### src/rtl/hall98_pkg.sv
// Shared definitions for the HALL98 fetch/decode front end: opcode and register
// encodings, instruction field positions, fetch FSM states.
package hall98_pkg;

    localparam logic [1:0] OP_MUL = 2'b00;
    localparam logic [1:0] OP_ADD = 2'b01;
    localparam logic [1:0] OP_MOV = 2'b10;
    localparam logic [1:0] OP_SUB = 2'b11;

    localparam logic [2:0] REG_H = 3'd1;
    localparam logic [2:0] REG_A = 3'd2;
    localparam logic [2:0] REG_L = 3'd3;
    localparam logic [2:0] REG_N = 3'd4;

    localparam int OP_HI    = 31;
    localparam int OP_LO    = 30;
    localparam int HALT_BIT = 29;
    localparam int RE_HI    = 28;
    localparam int RE_LO    = 26;
    localparam int N_HI     = 25;
    localparam int N_LO     = 0;

    typedef enum logic [1:0] {
        ST_IDLE,
        ST_FETCH,
        ST_DRAIN,
        ST_HALT
    } fetch_state_t;

    // Halt bit is consumed at push time, so a buffered entry carries only these fields.
    typedef struct packed {
        logic [1:0]  op;
        logic [2:0]  re;
        logic [25:0] n;
    } fifo_entry_t;

    function automatic logic entry_is_legal(input fifo_entry_t e);
        logic re_ok;
        logic n_ok;
        re_ok = (e.re >= REG_H) && (e.re <= REG_N);
        n_ok  = (e.n >= 26'(REG_H)) && (e.n <= 26'(REG_N));
        entry_is_legal = re_ok && ((e.op == OP_MOV) || n_ok);
    endfunction

endpackage

### src/rtl/hall98_fetch_decode_if.sv
// Instruction-memory read port and execute-stage operand bus of the HALL98 front end.
// HALL98_FD_ILLEGAL_CHK_EN adds the illegal-word pulse.
interface hall98_fetch_decode_if #(
    parameter int AW = 8
);
    logic          imem_req;
    logic [AW-1:0] imem_addr;
    logic          imem_ack;
    logic [31:0]   imem_rdata;

    logic          issue_ready;
    logic          sw1;
    logic          sw2;
    logic          flag;
    logic [31:0]   re;
    logic [31:0]   n;
    logic          issue_valid;
`ifdef HALL98_FD_ILLEGAL_CHK_EN
    logic          illegal;

    modport master (
        output imem_req, imem_addr,
        input  imem_ack, imem_rdata, issue_ready,
        output sw1, sw2, flag, re, n, issue_valid, illegal
    );
    modport slave (
        input  imem_req, imem_addr,
        output imem_ack, imem_rdata, issue_ready,
        input  sw1, sw2, flag, re, n, issue_valid, illegal
    );
`else
    modport master (
        output imem_req, imem_addr,
        input  imem_ack, imem_rdata, issue_ready,
        output sw1, sw2, flag, re, n, issue_valid
    );
    modport slave (
        input  imem_req, imem_addr,
        output imem_ack, imem_rdata, issue_ready,
        input  sw1, sw2, flag, re, n, issue_valid
    );
`endif
endinterface

### src/rtl/hall98_prefetch_fifo.sv
// Prefetch buffer: DEPTH x W circular FIFO with occupancy count; push and pop
// in the same cycle are accepted even when full.
module hall98_prefetch_fifo #(
    parameter int DEPTH = 4,
    parameter int W     = 32
) (
    input  logic                   iclock,
    input  logic                   irst,
    input  logic                   push,
    input  logic [W-1:0]           wdata,
    input  logic                   pop,
    output logic [W-1:0]           rdata,
    output logic                   full,
    output logic                   empty,
    output logic [$clog2(DEPTH):0] count
);
    localparam int PW = $clog2(DEPTH);
    localparam int CW = PW + 1;

    logic [W-1:0]  mem [DEPTH];
    logic [PW-1:0] wr_ptr;
    logic [PW-1:0] rd_ptr;
    logic          do_push;
    logic          do_pop;

    assign full    = (count == CW'(DEPTH));
    assign empty   = (count == '0);
    assign do_pop  = pop && !empty;
    assign do_push = push && (!full || do_pop);
    assign rdata   = mem[rd_ptr];

    always_ff @(posedge iclock) begin
        if (do_push) begin
            mem[wr_ptr] <= wdata;
        end
    end

    always_ff @(posedge iclock or posedge irst) begin
        if (irst) begin
            wr_ptr <= '0;
            rd_ptr <= '0;
            count  <= '0;
        end else begin
            if (do_push) wr_ptr <= wr_ptr + 1'b1;
            if (do_pop)  rd_ptr <= rd_ptr + 1'b1;
            case ({do_push, do_pop})
                2'b10:   count <= count + 1'b1;
                2'b01:   count <= count - 1'b1;
                default: count <= count;
            endcase
        end
    end

endmodule

### src/rtl/hall98_fetch_decode.sv
// HALL98 front end: fetches words into the prefetch FIFO and issues decoded operands.
// HALL98_FD_ILLEGAL_CHK_EN enables dropping of undecodable words with an illegal pulse.
//
//   state    | meaning
//   ---------+--------------------------------------------------------------
//   ST_IDLE  | after reset; waits for start
//   ST_FETCH | requesting words while the FIFO has room
//   ST_DRAIN | halt word fetched; issuing what was buffered ahead of it
//   ST_HALT  | FIFO empty, halted=1; start re-enters FETCH
module hall98_fetch_decode
    import hall98_pkg::*;
#(
    parameter int AW    = 8,
    parameter int DEPTH = 4
) (
    input  logic                  iclock,
    input  logic                  irst,
    input  logic                  start,
    input  logic [AW-1:0]         start_pc,
    hall98_fetch_decode_if.master bus,
    output logic                  halted,
    output logic [AW-1:0]         pc_out
);
    localparam int CW = $clog2(DEPTH) + 1;

    fetch_state_t  state;
    fetch_state_t  state_nx;
    logic [AW-1:0] pc;
    logic          accept;
    logic          halt_word;
    logic          push_req;
    logic          avail;
    logic          take;
    logic          bypass;
    logic          fifo_push;
    logic          fifo_pop;
    logic          fifo_full;
    logic          fifo_empty;
    logic [CW-1:0] fifo_count;
    fifo_entry_t   in_entry;
    fifo_entry_t   head;
    fifo_entry_t   src;

    // Only one request is ever outstanding, so the FIFO only needs one free slot.
    assign bus.imem_req  = (state == ST_FETCH) && !fifo_full;
    assign bus.imem_addr = pc;
    assign pc_out        = pc;
    assign halted        = (state == ST_HALT);

    assign accept      = bus.imem_req && bus.imem_ack;
    assign halt_word   = accept && bus.imem_rdata[HALT_BIT];
    assign push_req    = accept && !halt_word;
    assign in_entry.op = bus.imem_rdata[OP_HI:OP_LO];
    assign in_entry.re = bus.imem_rdata[RE_HI:RE_LO];
    assign in_entry.n  = bus.imem_rdata[N_HI:N_LO];

    // An arriving word bypasses an empty FIFO to meet the one-cycle ack-to-issue latency.
    assign avail     = push_req || !fifo_empty;
    assign take      = avail && (bus.issue_ready || !bus.issue_valid);
    assign bypass    = take && fifo_empty;
    assign fifo_push = push_req && !bypass;
    assign fifo_pop  = take && !fifo_empty;
    assign src       = fifo_empty ? in_entry : head;

    hall98_prefetch_fifo #(
        .DEPTH (DEPTH),
        .W     ($bits(fifo_entry_t))
    ) u_fifo (
        .iclock (iclock),
        .irst   (irst),
        .push   (fifo_push),
        .wdata  (in_entry),
        .pop    (fifo_pop),
        .rdata  (head),
        .full   (fifo_full),
        .empty  (fifo_empty),
        .count  (fifo_count)
    );

    always_ff @(posedge iclock or posedge irst) begin
        if (irst) begin
            state <= ST_IDLE;
        end else begin
            state <= state_nx;
        end
    end

    always_comb begin
        state_nx = state;
        case (state)
            ST_IDLE:  if (start)              state_nx = ST_FETCH;
            ST_FETCH: if (halt_word)          state_nx = ST_DRAIN;
            ST_DRAIN: if (fifo_count == '0)   state_nx = ST_HALT;
            ST_HALT:  if (start)              state_nx = ST_FETCH;
            default:                          state_nx = ST_IDLE;
        endcase
    end

    always_ff @(posedge iclock or posedge irst) begin
        if (irst) begin
            pc <= '0;
        end else if (start && ((state == ST_IDLE) || (state == ST_HALT))) begin
            pc <= start_pc;
        end else if (accept) begin
            pc <= pc + 1'b1;
        end
    end

    always_ff @(posedge iclock or posedge irst) begin
        if (irst) begin
            bus.sw1         <= 1'b0;
            bus.sw2         <= 1'b0;
            bus.flag        <= 1'b1;
            bus.re          <= '0;
            bus.n           <= '0;
            bus.issue_valid <= 1'b0;
`ifdef HALL98_FD_ILLEGAL_CHK_EN
            bus.illegal     <= 1'b0;
`endif
        end else begin
`ifdef HALL98_FD_ILLEGAL_CHK_EN
            bus.illegal <= 1'b0;
`endif
            if (take) begin
`ifdef HALL98_FD_ILLEGAL_CHK_EN
                if (!entry_is_legal(src)) begin
                    bus.issue_valid <= 1'b0;
                    bus.flag        <= 1'b1;
                    bus.illegal     <= 1'b1;
                end else begin
                    {bus.sw1, bus.sw2} <= src.op;
                    bus.re             <= 32'(src.re);
                    bus.n              <= 32'(src.n);
                    bus.issue_valid    <= 1'b1;
                    bus.flag           <= 1'b0;
                end
`else
                {bus.sw1, bus.sw2} <= src.op;
                bus.re             <= 32'(src.re);
                bus.n              <= 32'(src.n);
                bus.issue_valid    <= 1'b1;
                bus.flag           <= 1'b0;
`endif
            end else if (bus.issue_ready) begin
                bus.issue_valid <= 1'b0;
                bus.flag        <= 1'b1;
            end
        end
    end

endmodule
### src/flat_wrapper.sv
// flat-port wrapper written by rule: the top's interface ports become plain ports
module hall98_fetch_decode_flat import hall98_pkg::*;
#(
    parameter int AW    = 8,
    parameter int DEPTH = 4
)
  (iclock, irst, start, start_pc, halted, pc_out, bus_imem_req, bus_imem_addr, bus_imem_ack, bus_imem_rdata, bus_issue_ready, bus_sw1, bus_sw2, bus_flag, bus_re, bus_n, bus_issue_valid);
  hall98_fetch_decode_if #(.AW(AW)) bus_i ();
  input  logic iclock;
  input  logic irst;
  input  logic start;
  input  logic [AW-1:0] start_pc;
  output logic halted;
  output logic [AW-1:0] pc_out;
  output wire logic [$bits(bus_i.imem_req)-1:0] bus_imem_req;
  output wire logic [$bits(bus_i.imem_addr)-1:0] bus_imem_addr;
  input wire logic [$bits(bus_i.imem_ack)-1:0] bus_imem_ack;
  input wire logic [$bits(bus_i.imem_rdata)-1:0] bus_imem_rdata;
  input wire logic [$bits(bus_i.issue_ready)-1:0] bus_issue_ready;
  output wire logic [$bits(bus_i.sw1)-1:0] bus_sw1;
  output wire logic [$bits(bus_i.sw2)-1:0] bus_sw2;
  output wire logic [$bits(bus_i.flag)-1:0] bus_flag;
  output wire logic [$bits(bus_i.re)-1:0] bus_re;
  output wire logic [$bits(bus_i.n)-1:0] bus_n;
  output wire logic [$bits(bus_i.issue_valid)-1:0] bus_issue_valid;
  assign bus_imem_req = bus_i.imem_req;
  assign bus_imem_addr = bus_i.imem_addr;
  assign bus_i.imem_ack = bus_imem_ack;
  assign bus_i.imem_rdata = bus_imem_rdata;
  assign bus_i.issue_ready = bus_issue_ready;
  assign bus_sw1 = bus_i.sw1;
  assign bus_sw2 = bus_i.sw2;
  assign bus_flag = bus_i.flag;
  assign bus_re = bus_i.re;
  assign bus_n = bus_i.n;
  assign bus_issue_valid = bus_i.issue_valid;
  hall98_fetch_decode #(.AW(AW), .DEPTH(DEPTH)) u_core (.iclock(iclock), .irst(irst), .start(start), .start_pc(start_pc), .bus(bus_i), .halted(halted), .pc_out(pc_out));
endmodule
### config.mk
export PLATFORM = sky130hd
export DESIGN_NAME = hall98_fetch_decode_flat
export DESIGN_NICKNAME = d
export VERILOG_FILES = /design/src/rtl/hall98_pkg.sv /design/src/rtl/hall98_fetch_decode_if.sv /design/src/rtl/hall98_prefetch_fifo.sv /design/src/rtl/hall98_fetch_decode.sv /design/src/flat_wrapper.sv
export SDC_FILE = /design/constraint.sdc
export NUM_CORES = 1
export LEC_CHECK = 0
export CORE_MARGIN = 8
export CORE_UTILIZATION = 50
export CTS_CLUSTER_DIAMETER = 60
export DETAILED_ROUTE_END_ITERATION = 16
export PLACE_DENSITY = 0.76
export SLEW_MARGIN = 40
export SYNTH_ARGS = -nofsm -noshare
export SYNTH_HDL_FRONTEND = slang
export SYNTH_HIERARCHICAL = 1
export SYNTH_SLANG_ARGS = --single-unit
### constraint.sdc
create_clock -name iclock -period 5.1 [get_ports iclock]
set_input_delay 0.51 -clock iclock [delete_from_list [all_inputs] [get_ports iclock]]
set_output_delay 0.51 -clock iclock [all_outputs]
set_load 0.02 [all_outputs]
==> out/results.txt <==
post-route antenna net violation count: 0
R2R cell count: 13
CP required: 5.44 ns
CP dominant cell by count: inv_1
Die Ht: 138.6 um
Boundary Pins: 131
via/cell ratio: 5.580
post-CTS setup buffer count: 0
grt ovf: 0
post-route clock period utilization: 59.42%
routability cong.: 0.7523
Starting DRT DRC Count: 225
CP Launch Type: flop
Area Overhead vs Synth: 19.92%
CP max stage delay: 0.44 ns
Final min period: 3.031 ns
status: finished clean
clock sinks: 174
first-pass GRT wire length: 25.14 mm
worst-case hold slack: 0.4032 ns
Async SR Flop Fraction: 28.74%
Core Footprint: 14,920 um^2
Cells after Synth: 495
# hold bufs at CTS: 0
area post-placement: 8399 um^2
Final Power: 5.239 mW
CTS Buf Count: 17
PortBufs: 95
minimum setup slack among reg-to-reg paths: 2.07 ns
Top FF cell, synth: edfxtp_1
final wirelength: 15.69 mm
worst hold path class: input port to asynchronous set/reset pin
reg2reg end: u_core/u_fifo/count[2]$_DFFE_PP0P_
post-synth top area share: 49.53%
DIE WIDTH: 138.6 um
most frequent cells in the layout: edfxtp_1 (124), clkdlybuf4s50_1 (95), nand3_1 (52), dfrtp_1 (48), nor2_1 (39)
Remaining DRCs: 0
Setup violations, final: 0
commonest non-fill, non-tap cell in the layout: edfxtp_1
CP Data Arrival Time: 3.37 ns
fin util: 60.42%
CP max FO: 35
Pwr Density: 581.2 nW/um^2
crit path cell chain: or3b_1 > inv_1 > nand4bb_2 > buf_4 > a21oi_1 > o21a_4 > inv_1 > ha_1 > inv_1 > fa_1 > xor2_1 > nor2_1 > xor2_1
WL/cell: 20.16 um
Setup TNS Final: 0 ns
clock-pin slew on the worst setup and hold paths: 0.06 ns
final hold vios: 0
post-CTS sizing: 0
Lkg Pwr: 3.246 nW
CP Capture Type: flop
DIE AREA: 19,210 um^2
Cell variety after synth: 44
Slowest cell on crit path: dfrtp_1
# rows: 45
initial antenna violation count: 0
antenna diode count: 0
final slew viol count: 0
htree depth: 4
drt pass-1 iters: 5
Reg2Reg Launch Point: u_core/u_fifo/count[0]$_DFFE_PP0P_
Initial Util: 50.38%
RSZ-0062 raised after global routing: no
Synth Register Bits: 174
CTS tree: yes
NumNets Final: 632
critical path type: flop to flop
DR vias: 4,341
actual slew at the worst max-slew pin: 0.8298 ns
clock tree buffer depth: 2
clk_lat worst skew: 0.42 ns
MaxCap Viol Count: 0
Final Cell Area: 9015 um^2
gr usage total: 16.62%
Post-synth EDFFs: 124
Clock Skews: 0.005138 ns
Root Buffer: clkbuf_16
vias in the first global route: 4,676
fmax: 330.0 MHz
Synth Warn #: 6
top post-synthesis cells by area: edfxtp_1 (50%), dfrtp_1 (16%), mux4_2 (9.3%)
Max-slew headroom: 44.68%
DP Wirelength: 9.957 mm
sequential share of the synthesized area: 66.20%
largest net degree at the start of global routing: 67
Mean Syn Cell Area: 15.19 um^2
Synth area leader: edfxtp_1
Worst VDD drop: 0.0003119 V
share of layout cells above drive strength 1: 14.07%
mapped cell area: 7517 um^2
## report_power, final
group | total, mW | leakage, nW | internal, mW | switching (mW)
Clock | 1.31 | 0.284 | 0.788 | 0.527
Sequential | 2.07 | 1.69 | 1.79 | 0.281
Combinational | 1.85 | 1.28 | 0.904 | 0.950
Total | 5.24 | 3.25 | 3.48 | 1.76
## registers in the layout, indices dropped and copies added (netlist names)
signal / count
u_core/bus.sw1: 1
u_core/bus.imem_addr: 8
u_core/state: 2
u_core/u_fifo/mem: 124
u_core/bus.sw2: 1
u_core/u_fifo/rd_ptr: 2
u_core/u_fifo/count: 3
u_core/bus.issue_valid: 1
u_core/bus.re: 3
u_core/u_fifo/wr_ptr: 2
u_core/bus.flag: 1
u_core/bus.n: 26
## kinds of logic after synthesis
| group | Yosys count | synth area share (%) |
|---|---|---|
| adder cells (fa/ha/maj) | 10 | 1.764 |
| AO/OA/AOI/OAI | 64 | 6.009 |
| AND/OR/NAND/NOR | 117 | 7.656 |
| flip-flops | 174 | 66.20 |
| XOR/XNOR | 13 | 1.515 |
| buffers and inverters | 82 | 7.057 |
| other | 1 | 0.04989 |
| multiplexers | 34 | 9.754 |
## worst max-delay path by stage
stage / endpoint / cells past startpoint / startpoint
2_1_floorplan: u_core/u_fifo/count[2]$_DFFE_PP0P_ / 15 / u_core/u_fifo/count[0]$_DFFE_PP0P_
3_3_place_gp: u_core/u_fifo/count[2]$_DFFE_PP0P_ / 11 / bus_issue_ready
3_5_place_dp: u_core/u_fifo/count[2]$_DFFE_PP0P_ / 11 / bus_issue_ready
4_1_cts: u_core/u_fifo/count[2]$_DFFE_PP0P_ / 10 / u_core/u_fifo/count[0]$_DFFE_PP0P_
5_1_grt: u_core/u_fifo/count[2]$_DFFE_PP0P_ / 13 / u_core/u_fifo/count[0]$_DFFE_PP0P_
6_report: u_core/u_fifo/count[2]$_DFFE_PP0P_ / 13 / u_core/u_fifo/count[0]$_DFFE_PP0P_
## through the flow
stage               cells  worst slack, ns
floorplan             529            2.301
global placement      746            1.613
detailed placement    746            1.539
CTS                   778            1.977
global route          778            1.870
finish                778            2.069
## cell type report
type / instances / area [um^2]
Timing Repair Buffer: 99 / 980.9
Fill cell: 1104 / 5906
Clock inverter: 12 / 160.2
Sequential cell: 174 / 4980
Inverter: 12 / 47.55
Tap cell: 188 / 235.2
Clock buffer: 20 / 446.7
Multi-Input combinational cell: 273 / 2165
## metal layers
| metal | GRT usage, % | part of all wire [%] | vias up | wire, um |
|---|---|---|---|---|
| met5 | 0 | 0 | - | 0 |
| met3 | 5.342 | 7.8 | 25 | 1223 |
| li1 | - | - | 1951 | - |
| met1 | 18.85 | 40 | 2193 | 6199 |
| met2 | 28.12 | 51 | 172 | 7993 |
| met4 | 7.640 | 1.7 | 0 | 272 |
## synth_stat cells (2+ instances only)
library cell / number
nor2_1: 39
o21ai_0: 4
mux4_2: 31
buf_6: 2
xor2_1: 9
a22oi_1: 16
ha_1: 9
buf_2: 13
clkbuf_1: 2
buf_1: 2
and2_2: 4
nor2b_1: 2
xnor2_1: 4
nand4_1: 2
mux2i_1: 2
nand2b_1: 2
nor2_2: 2
nand2_1: 6
a21oi_1: 23
dfrtp_1: 49
o22a_1: 14
buf_4: 51
inv_1: 12
edfxtp_1: 124
nand3_1: 52
## worst max-delay path, delay by kind of cell, from the launching register on
| kind | cells | cell delay, ns |
|---|---|---|
| flops | 1 | 0.44 |
| simple gates | 3 | 0.67 |
| xor+xnor | 2 | 0.30 |
| fa+ha+maj | 2 | 0.55 |
| buf+inv | 4 | 0.66 |
| compound gates | 2 | 0.31 |
(Power assumes the default switching activity.)
